**config.mk**
```make
export PLATFORM = sky130hd
export DESIGN_NAME = id_issue_ctrl
export DESIGN_NICKNAME = d
export VERILOG_FILES = /design/src/rtl/id_issue_ctrl_pkg.sv /design/src/rtl/id_issue_ctrl_fmt_decode.sv /design/src/rtl/id_issue_ctrl.sv
export SDC_FILE = /design/constraint.sdc
export NUM_CORES = 1
export LEC_CHECK = 0
export ABC_AREA = 1
export ABC_CLOCK_PERIOD_IN_PS = 3650
export CAP_MARGIN = 10
export CELL_PAD_IN_SITES_DETAIL_PLACEMENT = 1
export CELL_PAD_IN_SITES_GLOBAL_PLACEMENT = 2
export CORE_MARGIN = 5
export CORE_UTILIZATION = 23
export CTS_CLUSTER_SIZE = 40
export DETAILED_ROUTE_END_ITERATION = 7
export PLACE_DENSITY_LB_ADDON = 0.3
export SYNTH_ARGS = -nofsm -noshare
export SYNTH_HDL_FRONTEND = slang
export SYNTH_SLANG_ARGS = --single-unit
```
**constraint.sdc**
```tcl
create_clock -name clk -period 3.65 [get_ports clk]
set_input_delay 0.73 -clock clk [delete_from_list [all_inputs] [get_ports clk]]
set_output_delay 0.73 -clock clk [all_outputs]
set_load 0.03 [all_outputs]
```
**src/rtl/id_issue_ctrl_pkg.sv**
```systemverilog
// Shared constants and types for the decode-stage issue controller and its
// opcode-to-immediate-format decoder.
package id_issue_ctrl_pkg;

    localparam int unsigned DATAWIDTH_DEF = 32;
    localparam int unsigned INST_W        = 32;
    localparam int unsigned DEPTH         = 2;
    localparam int unsigned CNT_W         = 2;
    localparam int unsigned OPC_W         = 7;
    localparam int unsigned FMT_W         = 3;

    localparam logic [OPC_W-1:0] OP_LOAD   = 7'b0000011;
    localparam logic [OPC_W-1:0] OP_IMM    = 7'b0010011;
    localparam logic [OPC_W-1:0] OP_JALR   = 7'b1100111;
    localparam logic [OPC_W-1:0] OP_SYSTEM = 7'b1110011;
    localparam logic [OPC_W-1:0] OP_STORE  = 7'b0100011;
    localparam logic [OPC_W-1:0] OP_BRANCH = 7'b1100011;
    localparam logic [OPC_W-1:0] OP_LUI    = 7'b0110111;
    localparam logic [OPC_W-1:0] OP_AUIPC  = 7'b0010111;
    localparam logic [OPC_W-1:0] OP_JAL    = 7'b1101111;
    localparam logic [OPC_W-1:0] OP_REG    = 7'b0110011;

    localparam logic [6:0] FUNCT7_MULDIV = 7'b0000001;

    localparam logic [0:0] ST_ISSUE    = 1'b0;
    localparam logic [0:0] ST_WAIT_MDU = 1'b1;

    typedef enum logic [FMT_W-1:0] {
        FMT_NONE = 3'd0,
        FMT_I    = 3'd1,
        FMT_S    = 3'd2,
        FMT_B    = 3'd3,
        FMT_U    = 3'd4,
        FMT_J    = 3'd5
    } imm_fmt_e;

    typedef struct packed {
        imm_fmt_e imm_fmt;
        logic     illegal;
        logic     is_mop;
    } fmt_info_t;

endpackage

```
**src/rtl/id_issue_ctrl_fmt_decode.sv**
```systemverilog
// Combinational opcode classifier: immediate format, illegal flag and M-op
// detection. Shared with the immediate generator's select logic.
module id_fmt_decode
    import id_issue_ctrl_pkg::*;
(
    input  logic [INST_W-1:0] inst,
    output fmt_info_t         info_c
);

    always_comb begin
        info_c         = '0;
        info_c.imm_fmt = FMT_NONE;
        case (inst[OPC_W-1:0])
            OP_LOAD, OP_IMM, OP_JALR, OP_SYSTEM: info_c.imm_fmt = FMT_I;
            OP_STORE:                            info_c.imm_fmt = FMT_S;
            OP_BRANCH:                           info_c.imm_fmt = FMT_B;
            OP_LUI, OP_AUIPC:                    info_c.imm_fmt = FMT_U;
            OP_JAL:                              info_c.imm_fmt = FMT_J;
            OP_REG:                              info_c.is_mop  = (inst[31:25] == FUNCT7_MULDIV);
            default:                             info_c.illegal = 1'b1;
        endcase
    end

endmodule

```
**src/rtl/id_issue_ctrl.sv**
```systemverilog
// Decode-stage issue controller: 2-entry fetch queue, head format decode,
// valid/ready issue to execute and serialisation of M-extension ops.
module id_issue_ctrl
    import id_issue_ctrl_pkg::*;
#(
    parameter int unsigned DATAWIDTH = DATAWIDTH_DEF
) (
    input  logic                 clk,
    input  logic                 rst_n,
    input  logic                 if_valid,
    input  logic [INST_W-1:0]    if_inst,
    input  logic [DATAWIDTH-1:0] if_pc,
    output logic                 if_ready,
    input  logic                 flush,
    output logic                 id_valid,
    output logic [INST_W-1:0]    id_inst,
    output logic [DATAWIDTH-1:0] id_pc,
    output logic [FMT_W-1:0]     id_imm_fmt,
    output logic                 id_illegal,
    input  logic                 ex_ready,
    output logic                 mdu_start,
    output logic                 mdu_kill,
    input  logic                 mdu_done
);

    logic [INST_W-1:0]    inst_q [DEPTH];
    logic [INST_W-1:0]    inst_d [DEPTH];
    logic [DATAWIDTH-1:0] pc_q   [DEPTH];
    logic [DATAWIDTH-1:0] pc_d   [DEPTH];
    logic                 wr_ptr_q, wr_ptr_d;
    logic                 rd_ptr_q, rd_ptr_d;
    logic [CNT_W-1:0]     count_q, count_d;
    logic [0:0]           state_q, state_d;
    logic                 head_mop_q;
    logic                 start_d, kill_d;
    logic                 push, fire;
    logic [INST_W-1:0]    head_inst_d;
    logic [DATAWIDTH-1:0] head_pc_d;
    fmt_info_t            head_info;

    assign push = if_valid & if_ready;
    assign fire = id_valid & ex_ready;

    // Next-state for queue and FSM; flush overrides everything else.
    always_comb begin
        state_d  = state_q;
        count_d  = count_q;
        wr_ptr_d = wr_ptr_q;
        rd_ptr_d = rd_ptr_q;
        inst_d   = inst_q;
        pc_d     = pc_q;
        start_d  = 1'b0;
        kill_d   = 1'b0;
        if (flush) begin
            state_d  = ST_ISSUE;
            count_d  = '0;
            wr_ptr_d = 1'b0;
            rd_ptr_d = 1'b0;
            kill_d   = (state_q == ST_WAIT_MDU);
        end else begin
            if (push) begin
                inst_d[wr_ptr_q] = if_inst;
                pc_d[wr_ptr_q]   = if_pc;
                wr_ptr_d         = ~wr_ptr_q;
            end
            if (fire) begin
                rd_ptr_d = ~rd_ptr_q;
            end
            case ({push, fire})
                2'b10:   count_d = count_q + CNT_W'(1);
                2'b01:   count_d = count_q - CNT_W'(1);
                default: count_d = count_q;
            endcase
            case (state_q)
                ST_ISSUE: begin
                    if (fire && head_mop_q) begin
                        state_d = ST_WAIT_MDU;
                        start_d = 1'b1;
                    end
                end
                ST_WAIT_MDU: begin
                    if (mdu_done) begin
                        state_d = ST_ISSUE;
                    end
                end
                default: state_d = ST_ISSUE;
            endcase
        end
    end

    // Head outputs are registered from the post-update head entry.
    assign head_inst_d = inst_d[rd_ptr_d];
    assign head_pc_d   = pc_d[rd_ptr_d];

    id_fmt_decode u_head_decode (
        .inst   (head_inst_d),
        .info_c (head_info)
    );

    always_ff @(posedge clk or negedge rst_n) begin
        if (!rst_n) begin
            state_q    <= ST_ISSUE;
            count_q    <= '0;
            wr_ptr_q   <= 1'b0;
            rd_ptr_q   <= 1'b0;
            inst_q     <= '{default: '0};
            pc_q       <= '{default: '0};
            head_mop_q <= 1'b0;
            if_ready   <= 1'b1;
            id_valid   <= 1'b0;
            id_inst    <= '0;
            id_pc      <= '0;
            id_imm_fmt <= '0;
            id_illegal <= 1'b0;
            mdu_start  <= 1'b0;
            mdu_kill   <= 1'b0;
        end else begin
            state_q   <= state_d;
            count_q   <= count_d;
            wr_ptr_q  <= wr_ptr_d;
            rd_ptr_q  <= rd_ptr_d;
            inst_q    <= inst_d;
            pc_q      <= pc_d;
            if_ready  <= (count_d < CNT_W'(DEPTH));
            id_valid  <= (count_d != '0) && (state_d == ST_ISSUE);
            mdu_start <= start_d;
            mdu_kill  <= kill_d;
            if (count_d != '0) begin
                id_inst    <= head_inst_d;
                id_pc      <= head_pc_d;
                id_imm_fmt <= FMT_W'(head_info.imm_fmt);
                id_illegal <= head_info.illegal;
                head_mop_q <= head_info.is_mop;
            end
        end
    end

endmodule

```
* Word level (Yosys, flattened, before mapping)
Index checks and enable logic that the tools add are counted.
** Cells by class
- $add $sub $neg :: 2
- $mul :: 0
- Div/mod/pow operators :: 0
- Magnitude comparators :: 4
- Equality and inequality tests :: 13
- Shifts and indexed selects :: 0
- Mux-type cells :: 30
- Bitwise logic cells :: 8
- Reduce and logical (&&, ||, !) cells :: 8
** Operator list (count)
- $mux W64 :: 4
- $mux W32 :: 7
- $bwmux W64 :: 2
- $demux W32 S1 :: 1
- $eq A7 B7 Y1 const B :: 4
- $eq A7 B6 Y1 const B :: 3
- $pmux W3 S5 :: 1
- $eq A7 B5 Y1 const B :: 2
- $mux W1 :: 12
- $reduce_or A10 Y1 :: 1
- $eq A7 B1 Y1 const B :: 1
- $eq A7 B2 Y1 const B :: 1
- $ge A2 B2 Y1 const B :: 2
- $not A1 Y1 :: 4
- $not A1 Y2 :: 2
- $pmux W2 S2 :: 1
- $reduce_bool A2 Y1 :: 2
- $reduce_or A4 Y1 :: 1
- $logic_and A1 B1 Y1 :: 3
- $add A2 B1 Y2 const B :: 1
- $and A1 B1 Y1 :: 2
- $eq A2 B1 Y1 const B :: 1
- $eq A2 B2 Y1 const B :: 1
- $lt A2 B1 Y1 const B :: 1
- other kinds (5) :: 5
** Storage, ports and cells
- Bits in registers :: 206
- Latch bits :: 0
- Bits in writable memories :: 0
- Bits in read-only memories :: 0
- Bits of input ports :: 70
- Output and inout bits :: 72
- Logic and storage cells :: 82
- Memories kept :: 0

* Longest topological paths before layout
Gate-level depths: netlist (run 1).
- Word-level depth :: 14
- Gate-level depth with buffers :: 16
- Mapped depth without buffers :: 15

* By module
A second synthesis (run 1) with hierarchy kept.
** Second synthesis, totals
- Cell total of the unflattened synthesis :: 1210
- Area, all modules :: 9890.7 µm²
** By module, submodules not included
- id_issue_ctrl :: instances 1, cells an instance 1172, area an instance 9714.3 µm², seq. area each 5156.2 µm²
- id_fmt_decode :: instances 1, cells an instance 38, area an instance 176.4 µm², seq. area each 0.0 µm²

* Worst setup path after synthesis (run 1)
OpenSTA, ideal clock, no wires.
- Path type :: input to register
- Start point :: in ex_ready
- End point :: reg id_inst[10]
- Setup time :: 0.135 ns
- Data arrival time :: 2.212 ns
- Required time :: 3.515 ns
- Path slack :: 1.303 ns
- Stages :: 13
- Buffers on the path :: 2
- Cells stage by stage :: nand2_1 -> inv_1 -> ha_1 -> inv_1 -> nand2_1 -> nor2_1 -> nor2_1 -> nor2_2 -> inv_1 -> nand2_2 -> buf_4 -> clkbuf_1 -> a31oi_1
** Between the ends
- Elaborated cells between the ends (all ways) :: 12
- Those cells by class :: eq/ne: 2; mux: 7; bitwise: 2; reduce/logical: 1
** RTL lines
- start: declaration :: line id_issue_ctrl.sv:20 : input logic ex_ready,
- $and A1 B1 Y1 * :: line id_issue_ctrl.sv:42 : assign fire = id_valid & ex_ready;
- $eq A2 B1 Y1 / $eq A2 B2 Y1 (equally long branches) :: line id_issue_ctrl.sv:69 : case ({push, fire})
- $pmux W2 S2 * :: line id_issue_ctrl.sv:69
- $mux W2 * :: line id_issue_ctrl.sv:54 : if (flush) begin
- named net count_d[1] :: line id_issue_ctrl.sv:32 : logic [CNT_W-1:0] count_q, count_d;
- $reduce_bool A2 Y1 * :: line id_issue_ctrl.sv:128 : if (count_d != '0) begin
- end signal: assignment :: line id_issue_ctrl.sv:129 : id_inst <= head_inst_d;
- end: declaration :: line id_issue_ctrl.sv:16 : output logic [INST_W-1:0] id_inst,
Mark *: on every way through the listed nets, which the timed path passes. The rest lies on a longest branch. The select of a mux whose other input is x is not followed.
A chain may end at the register's enable or synchronous reset.

* Final worst setup path (run 1)
- Start point :: in flush
- End point :: reg id_pc[13]
** Between the ends
- Cells in the longest elaborated chain, start to end :: 5
- Elaborated cells between the ends (all ways) :: 8
- Those cells by class :: mux: 6; bitwise: 1; reduce/logical: 1
** Ends and longest elaborated chain
- start: declaration :: line id_issue_ctrl.sv:14 : input logic flush,
- $mux W1 :: line id_issue_ctrl.sv:54
- $not A1 Y2 (implied by the code) :: line id_issue_ctrl.sv:93 : assign head_pc_d = pc_d[rd_ptr_d];
- $mux W32 (implied by the code) (3 in a row) :: line id_issue_ctrl.sv:93
- end signal: assignment :: line id_issue_ctrl.sv:130 : id_pc <= head_pc_d;
- end: declaration :: line id_issue_ctrl.sv:17 : output logic [DATAWIDTH-1:0] id_pc,
Several ways; a longest one is shown, not always the timed one. The select of a mux whose other input is x is not followed.

==> metrics.md, run 1 <==
| Metric | Value |
|---|---|
| Outcome | completed |
| Quantity of gates resized following cts | 0 |
| Power per unit of standard cell area | 903 nW/um^2 |
| Post-route ant nets | 0 |
| R2r setup slk | 1.31 ns |
| EDFF count, synth | 0 |
| Critical path data arrival time | 3.00 ns |
| Number of failing setup endpoints in the final timing report | 0 |
| Total die area | 42200 um^2 |
| Cell internal pwr | 6500 uW |
| Placed Instances | 1496 |
| Worst skew pair latency | 0.52 ns |
| Reg power frac | 36.0% |
| Detail-routed via count per cell | 4.18 |
| Area share of the largest cell type after synthesis | 58.4% |
| Worst clock skew on the final layout | 0.0105 ns |
| Total grt overflow | 0 |
| Sequential standard cell area | 5160 um^2 |
| Leak | 0.00555 uW |
| Path category of the worst min-delay check | input port to asynchronous set/reset pin |
| Number of vias in the routed layout | 6446 |
| Non-filler cells, final | 1542 |
| Largest buffer count on any clock path | 3 |
| Number of instances in the synthesized netlist | 871 |
| Post-layout nets | 1084 |
| Share of post-route cells with drive strength above 1 | 13.0% |
| Count of max-cap constraint violations | 0 |
| Number of buffers inserted during clock tree synthesis | 26 |
| Sw frac | 37.8% |
| Min Hold Slack | 0.233 ns |
| Syn Std Cell Area | 8780 um^2 |
| Starting density of the core | 23.3% |
| Reg2Reg Depth | 14 |
| TritonCTS sink count | 206 |
| Required time of the critical path | 4.08 ns |
| Synthesis Warnings | 0 |
| Avg Synthesized Cell Area | 10.1 um^2 |
| CTS tree | yes |
| Fillers | 4321 |
| Ranking of synthesized cells by instance count | 223 x nand2_1, 205 x dfrtp_1, 82 x inv_1 |
| # IOs | 142 |
| Prevailing post-synth register cell | dfrtp_1 |
| Post-route fraction of the period consumed by the critical path | 70.2% |
| Via count of the first global-routing pass | 7111 |
| Initial antenna violation count | 3 |
| Area taken by multi-input logic gates | 3010 um^2 |
| Unrepaired setup endpoints after global routing | no |
| Kind of end point of the critical path | register |
| Transition time of the tightest slew-check pin | 0.800 ns |
| P&R area growth vs syn | 31.8% |
| Most instantiated library cell after synthesis | nand2_1 |
| Cell taking the most area after synthesis | dfrtp_1 |
| Remaining routing DRC violations | 0 |
| Total net switching power | 3960 uW |
| Wire length after detailed routing | 25.4 mm |
| Detailed-route wire length per cell | 16.4 um |
| Relative slew slack | 46.6% |
| Maximum number of pins on one net before global-route repair | 95 |
| Proportion of synthesized flip-flops having asynchronous set or reset | 100% |
| Global placement routability congestion | 0.714 |
| DPL Wire Length | 16.9 mm |
| Cell area after placement | 10700 um^2 |
| Kind of critical path | input port to register |
| Clock share of power | 23.6% |
| Site Rows | 71 |
| Initial drt markers | 176 |
| Number of buffer cells added on primary ports | 141 |
| Library cell used as clock root buffer | clkbuf_16 |
| Final critical delay including setup and external delays | 2.56 ns |
| Overall die width | 205 um |
| Post-Route Setup TNS | 0 ns |
| Count of distinct cell types in the synthesized netlist | 29 |
| Pins over their slew limit | 0 |
| Number of detailed-routing iterations run before antenna repair | 4 |
| Synth Register Bits | 206 |
| Number of hold buffers added after cts | 0 |
| Most area-consuming cells after synthesis | dfrtp_1 58%, nand2_1 9.5%, mux2_2 6.4% |
| Crit Path Max Fanout | 36 |
| Die Height | 205 um |
| Global-route wire length before repair | 40.8 mm |
| Post-synth net total | 942 |
| Combinational cell fraction of total power | 40.4% |
| CP startpoint kind | input port |
| Diode insertion count for antenna repair | 0 |
| CORE AREA | 37700 um^2 |
| Buffer count from post-CTS setup fixing | 0 |
| Max frequency | 390 MHz |
| Sequential element share of the synthesized area | 58.7% |
| Design area | 11600 um^2 |
| CTS clock-pin slew for the worst setup and hold paths | 0.06 ns |
| Max VDD drop | 0.000329 V |
| Clock H-tree levels | 1 |
| Final-report hold violation count | 0 |
| Total routing resource utilization after global routing | 12.1% |
==> layout make-up <==
cell class | count | share of cell area, %
multi-input cells | 529 | 26.0
repair buffers | 160 | 13.9
flip-flops and latches | 206 | 44.6
clock inverters | 4 | 0.195
well taps | 511 | 5.52
clock buffers | 42 | 6.93
inverters | 90 | 2.92
==> sequential cells by signal, indices dropped and copies added (netlist names) <==
signal	cells
inst_q	64
id_imm_fmt	3
id_valid	1
id_pc	32
wr_ptr_q	1
rd_ptr_q	1
mdu_kill	1
count_q	2
state_q	1
head_mop_q	1
if_ready	1
id_inst	32
mdu_start	1
pc_q	64
id_illegal	1
==> critical path, cell delays in order <==
cell and delay (ns):
clkdlybuf4s50_1 0.58, inv_2 0.17, nand3_4 0.19, inv_2 0.45, buf_4 0.55, nand2_1 0.10
a31oi_1 0.16
==> final timing paths <==
check | startpoint | to
max | flush | id_pc[13]
min | rst_n | id_inst[1]
max reg2reg | if_ready | head_mop_q
min reg2reg | inst_q[58] | inst_q[58]
max in group asynchronous | rst_n | inst_q[51]
min in group clk | inst_q[58] | inst_q[58]
==> layout by cell type (no fill, tap or decap), types with 2 or more instances in the layout <==
cell type and n:
buf_4 15, o21ai_2 6, inv_1 82, clkinv_2 3, a31oi_1 50, clkbuf_8 7
nor2_4 2, nand2_4 3, mux2_2 50, nor2_1 70, clkbuf_1 8, nand2_1 223
o21ai_0 15, nand3_1 34, mux2i_1 50, nor2_2 2, nand3b_1 4, o21ai_1 10
dfrtp_1 205, clkdlybuf4s50_1 140, nand2_2 3, buf_12 4, clkbuf_16 27, inv_2 8
==> logic make-up after synthesis <==
logic type	after synthesis	share of synthesized area [%]
simple gates	344	16.0
flops	206	58.7
buf+inv	136	7.19
mux	100	12.1
compound gates	84	5.84
fa+ha+maj	1	0.142
==> power groups by stage <==
stage / combinational (uW) / clock (uW) / sequential [uW]
3_5_place_dp: 4330 / 0 / 3820
2_1_floorplan: 2010 / 0 / 4440
5_1_grt: 4690 / 2670 / 3870
3_3_place_gp: 4270 / 0 / 3790
4_1_cts: 4350 / 2580 / 3790
6_report: 4230 / 2460 / 3760
==> metrics by stage <==
step                total power (uW)  worst slack (ns)  util (%)
finish                         10500              1.09      30.7
CTS                            10700             0.999      30.7
global placement                8060             0.537      28.5
detailed placement              8150             0.459      28.5
floorplan                       6460              1.30         -
global route                   11200             0.776      30.7
==> metal layers <==
layer  GRT usage [%]  share of wire (%)  up-vias
met5               0               0.13        -
met4            2.68                2.3        6
met3            2.62                4.0       44
met2            20.1                 47       93
met1            16.2                 46     3209
li1                -                  -     3094
Note: power is estimated with default switching activity, not from simulation.
==> run 2, diff against run 1 <==
--- a/config.mk
+++ b/config.mk
@@ -6,7 +6,7 @@
 export NUM_CORES = 1
 export LEC_CHECK = 0
 export ABC_AREA = 1
-export ABC_CLOCK_PERIOD_IN_PS = 3650
+export ABC_CLOCK_PERIOD_IN_PS = 2100
 export CAP_MARGIN = 10
 export CELL_PAD_IN_SITES_DETAIL_PLACEMENT = 1
 export CELL_PAD_IN_SITES_GLOBAL_PLACEMENT = 2
==> constraint.sdc (replaced) <==
create_clock -name clk -period 2.1 [get_ports clk]
set_input_delay 0.42 -clock clk [delete_from_list [all_inputs] [get_ports clk]]
set_output_delay 0.42 -clock clk [all_outputs]
set_load 0.03 [all_outputs]
==> run 2 against run 1 <==
Compared with the run above: the flow now finishes with violations (negative setup slack); register-to-register slack worse by 1.3 ns; critical path depth up 8; critical path type is now register to register; core utilization grew 4.8 points; combinational power grew 140%; clock power rose by 96%; sequential share of layout area fell by 6.1 points.
==> metrics.md, run 2 (synthesis gave the netlist of run 1 again) <==
| Metric | Value |
|---|---|
| Outcome | finished with violations |
| Violated checks | negative setup slack |
| Worst-path cell with the longest stage delay | dfstp_2 |
| Transition time of the tightest slew-check pin | 0.550 ns (-0.250 ns) |
| Critical path data arrival time | 2.52 ns (-0.48 ns) |
| Share of post-route cells with drive strength above 1 | 27.9% (+15 points) |
| Number of failing setup endpoints in the final timing report | 2 (+2) |
| CTS tree | yes |
| FF-to-FF Start | if_ready |
| Reg2Reg Depth | 15 (+1) |
| Sw frac | 38.0% (+0.21 points) |
| Worst clock skew on the final layout | 0.0123 ns (+0.00177 ns) |
| Total net switching power | 8290 uW (+110%) |
| Fillers | 4202 (-2.8%) |
| Post-layout nets | 1168 (+7.7%) |
| Worst Hold End | mdu_kill |
| Total die area | 42200 um^2 (unchanged) |
| Cell internal pwr | 13500 uW (+110%) |
| Post-route ant nets | 0 (unchanged) |
| R2r setup slk | -0.006 ns (-1.32 ns) |
| Count of max-cap constraint violations | 0 (unchanged) |
| Kind of end point of the critical path | register |
| Diode insertion count for antenna repair | 0 (unchanged) |
| Global-route wire length before repair | 43.0 mm (+5.4%) |
| Leak | 0.00639 uW (+15%) |
| Detail-routed via count per cell | 4.21 (+0.80%) |
| Area taken by multi-input logic gates | 3660 um^2 (+22%) |
| Post-Route Setup TNS | -0.00687 ns (-0.00687 ns) |
| CORE AREA | 37700 um^2 (unchanged) |
| # IOs | 142 (unchanged) |
| Max frequency | 475 MHz |
| Site Rows | 71 (unchanged) |
| Overall die width | 205 um (unchanged) |
| Number of buffer cells added on primary ports | 141 (unchanged) |
| Capture point of the worst reg-to-reg path | id_inst[29] |
| Most frequent cells in the layout | 212 x nand2_1, 205 x dfrtp_1, 114 x clkdlybuf4s50_1, 78 x inv_1, 70 x buf_4 |
| TritonCTS sink count | 206 (unchanged) |
| Clock share of power | 22.1% (-1.5 points) |
| Hold Crit Start | flush |
| Critical path's largest stage delay | 0.55 ns (-0.03 ns) |
| P&R area growth vs syn | 52.5% |
| Total routing resource utilization after global routing | 12.9% (+0.88 points) |
| Sequential standard cell area | 5160 um^2 (unchanged) |
| Required time of the critical path | 2.51 ns (-1.57 ns) |
| Remaining routing DRC violations | 0 (unchanged) |
| Kind of critical path | register to register |
| Starting density of the core | 23.3% (unchanged) |
| Reg power frac | 30.6% (-5.4 points) |
| Final critical delay including setup and external delays | 2.11 ns |
| Slack of the critical path | -0.00555 ns (-1.09 ns) |
| Number of buffers inserted during clock tree synthesis | 26 (unchanged) |
| Global placement routability congestion | 0.727 (+1.8%) |
| Crit Path Max Fanout | 8 (-78%) |
| Wire length after detailed routing | 28.4 mm (+12%) |
| Most common cell after layout, fill and taps aside | nand2_1 |
| Final Core Density | 35.6% (+4.8 points) |
| Power per unit of standard cell area | 1630 nW/um^2 (+80%) |
| Number of vias in the routed layout | 6856 (+6.4%) |
| Library cell used as clock root buffer | clkbuf_16 |
| Max VDD drop | 0.000843 V (+160%) |
| Number of detailed-routing iterations run before antenna repair | 4 (unchanged) |
| CTS clock-pin slew for the worst setup and hold paths | 0.06 ns (about the same) |
| Largest buffer count on any clock path | 3 (unchanged) |
| Post-route fraction of the period consumed by the critical path | 100% |
| Clock H-tree levels | 1 (unchanged) |
| Total grt overflow | 0 (unchanged) |
| Via count of the first global-routing pass | 7452 (+4.8%) |
| Die Height | 205 um (unchanged) |
| DPL Wire Length | 17.5 mm (+3.8%) |
| Pre-CTS setup slack | -0.556 ns (-1.02 ns) |
| Top flop regs | inst_q x64, pc_q x64 |
| Detailed-route wire length per cell | 17.4 um (+6.0%) |
| Combinational cell fraction of total power | 47.3% (+6.9 points) |
| Path category of the worst min-delay check | input port to register |
| Final-report hold violation count | 0 (unchanged) |
| Unrepaired setup endpoints after global routing | yes |
| Pins over their slew limit | 0 (unchanged) |
| Worst skew pair latency | 0.54 ns (+0.02 ns) |
| Initial antenna violation count | 1 (-2) |
| Initial drt markers | 193 (+9.7%) |
| CP startpoint kind | register |
| Relative slew slack | 63.3% (+17 points) |
| Maximum number of pins on one net before global-route repair | 61 (-36%) |
| Cell Chain, Critical Path | nand2_4 > ha_4 > inv_4 > nand2_4 > nor2_4 > nand2_1 > nand2_2 > nor2_4 > inv_4 > nand2_8 > buf_12 > inv_8 > clkbuf_16 > nand2_1 > o21ai_0 |
| Hold path depth | 3 |
[run 2: changes by cell type in the layout (fill, tap and decap cells not counted), sizes merged]
| cell | previous run | this run |
|---|---|---|
| dlygate4sd3 | 0 | 1 |
| clkbuf | 42 | 38 |
| dlymetal6s2s | 0 | 21 |
| dlygate4sd2 | 0 | 4 |
| nand2 | 229 | 230 |
| clkinv | 3 | 8 |
| buf | 20 | 98 |
| bufinv | 0 | 5 |
| clkdlybuf4s50 | 140 | 114 |
[run 2: worst max-delay path: cells and delay by family (launching register included)]
family / cells / cell delay, ns
flops: 1 / 0.55
buf+inv: 5 / 0.47
fa+ha+maj: 1 / 0.29
compound gates: 1 / 0.07
simple gates: 8 / 0.59
[run 2: what timing repair did]
action / CTS / global route
hold buffers: 1 / 0
resized for setup: 34 / 143
pin swaps: 4 / 29
endpoints found under the hold margin: 52 / 0
setup endpoints to repair: 73 / 73
gates cloned: 7 / 6
buffers inserted: 8 / 2
[run 2: how the worst max path moves through the flow]
stage | startpoint | to | slack (ns) | cells past startpoint
after floorplan | if_ready | id_inst[16] | 0.02 | 12
after global routing | if_ready | id_inst[23] | -0.11 | 14
final | if_ready | id_inst[29] | -0.006 | 15
after global placement | flush | head_mop_q | -0.56 | 13
after detailed placement | flush | head_mop_q | -0.56 | 13
after CTS | if_ready | id_pc[14] | -0.001 | 12
[run 2: final cells by class]
type                       count  area share (%)
timing repair buffer         243            19.9
multi-input combinational    530            27.3
tap                          511            4.77
inverter                      90            2.63
sequential                   206            38.5
clock buffer                  33            5.35
clock inverter                14            1.56
[run 2: layer usage]
layer,vias to the layer above,global-route usage (%),wire [um]
li1,3273,-,-
met1,3442,17.3,13000
met2,105,21.7,13600
met3,34,2.96,1400
met4,2,2.46,394
met5,-,0,7
[run 2: power by group through the flow]
| stage | registers [uW] | clock network, uW | logic (uW) |
|---|---|---|---|
| 2_1_floorplan | 7720 | 0 | 3520 |
| 3_3_place_gp | 6570 | 0 | 8050 |
| 3_5_place_dp | 6620 | 0 | 8150 |
| 4_1_cts | 6570 | 4980 | 9170 |
| 5_1_grt | 6860 | 5120 | 11200 |
| 6_report | 6660 | 4810 | 10300 |
[run 2: stage by stage]
step	cell area, um^2	std cells	power [uW]	hold slack (ns)
floorplan	8790	871	11200	0.124
CTS	12700	1621	20700	0.435
global route	13400	1627	23200	0.299
finish	13400	1627	21800	0.294
detailed placement	11400	1558	14800	0.419
global placement	11400	1558	14600	0.418
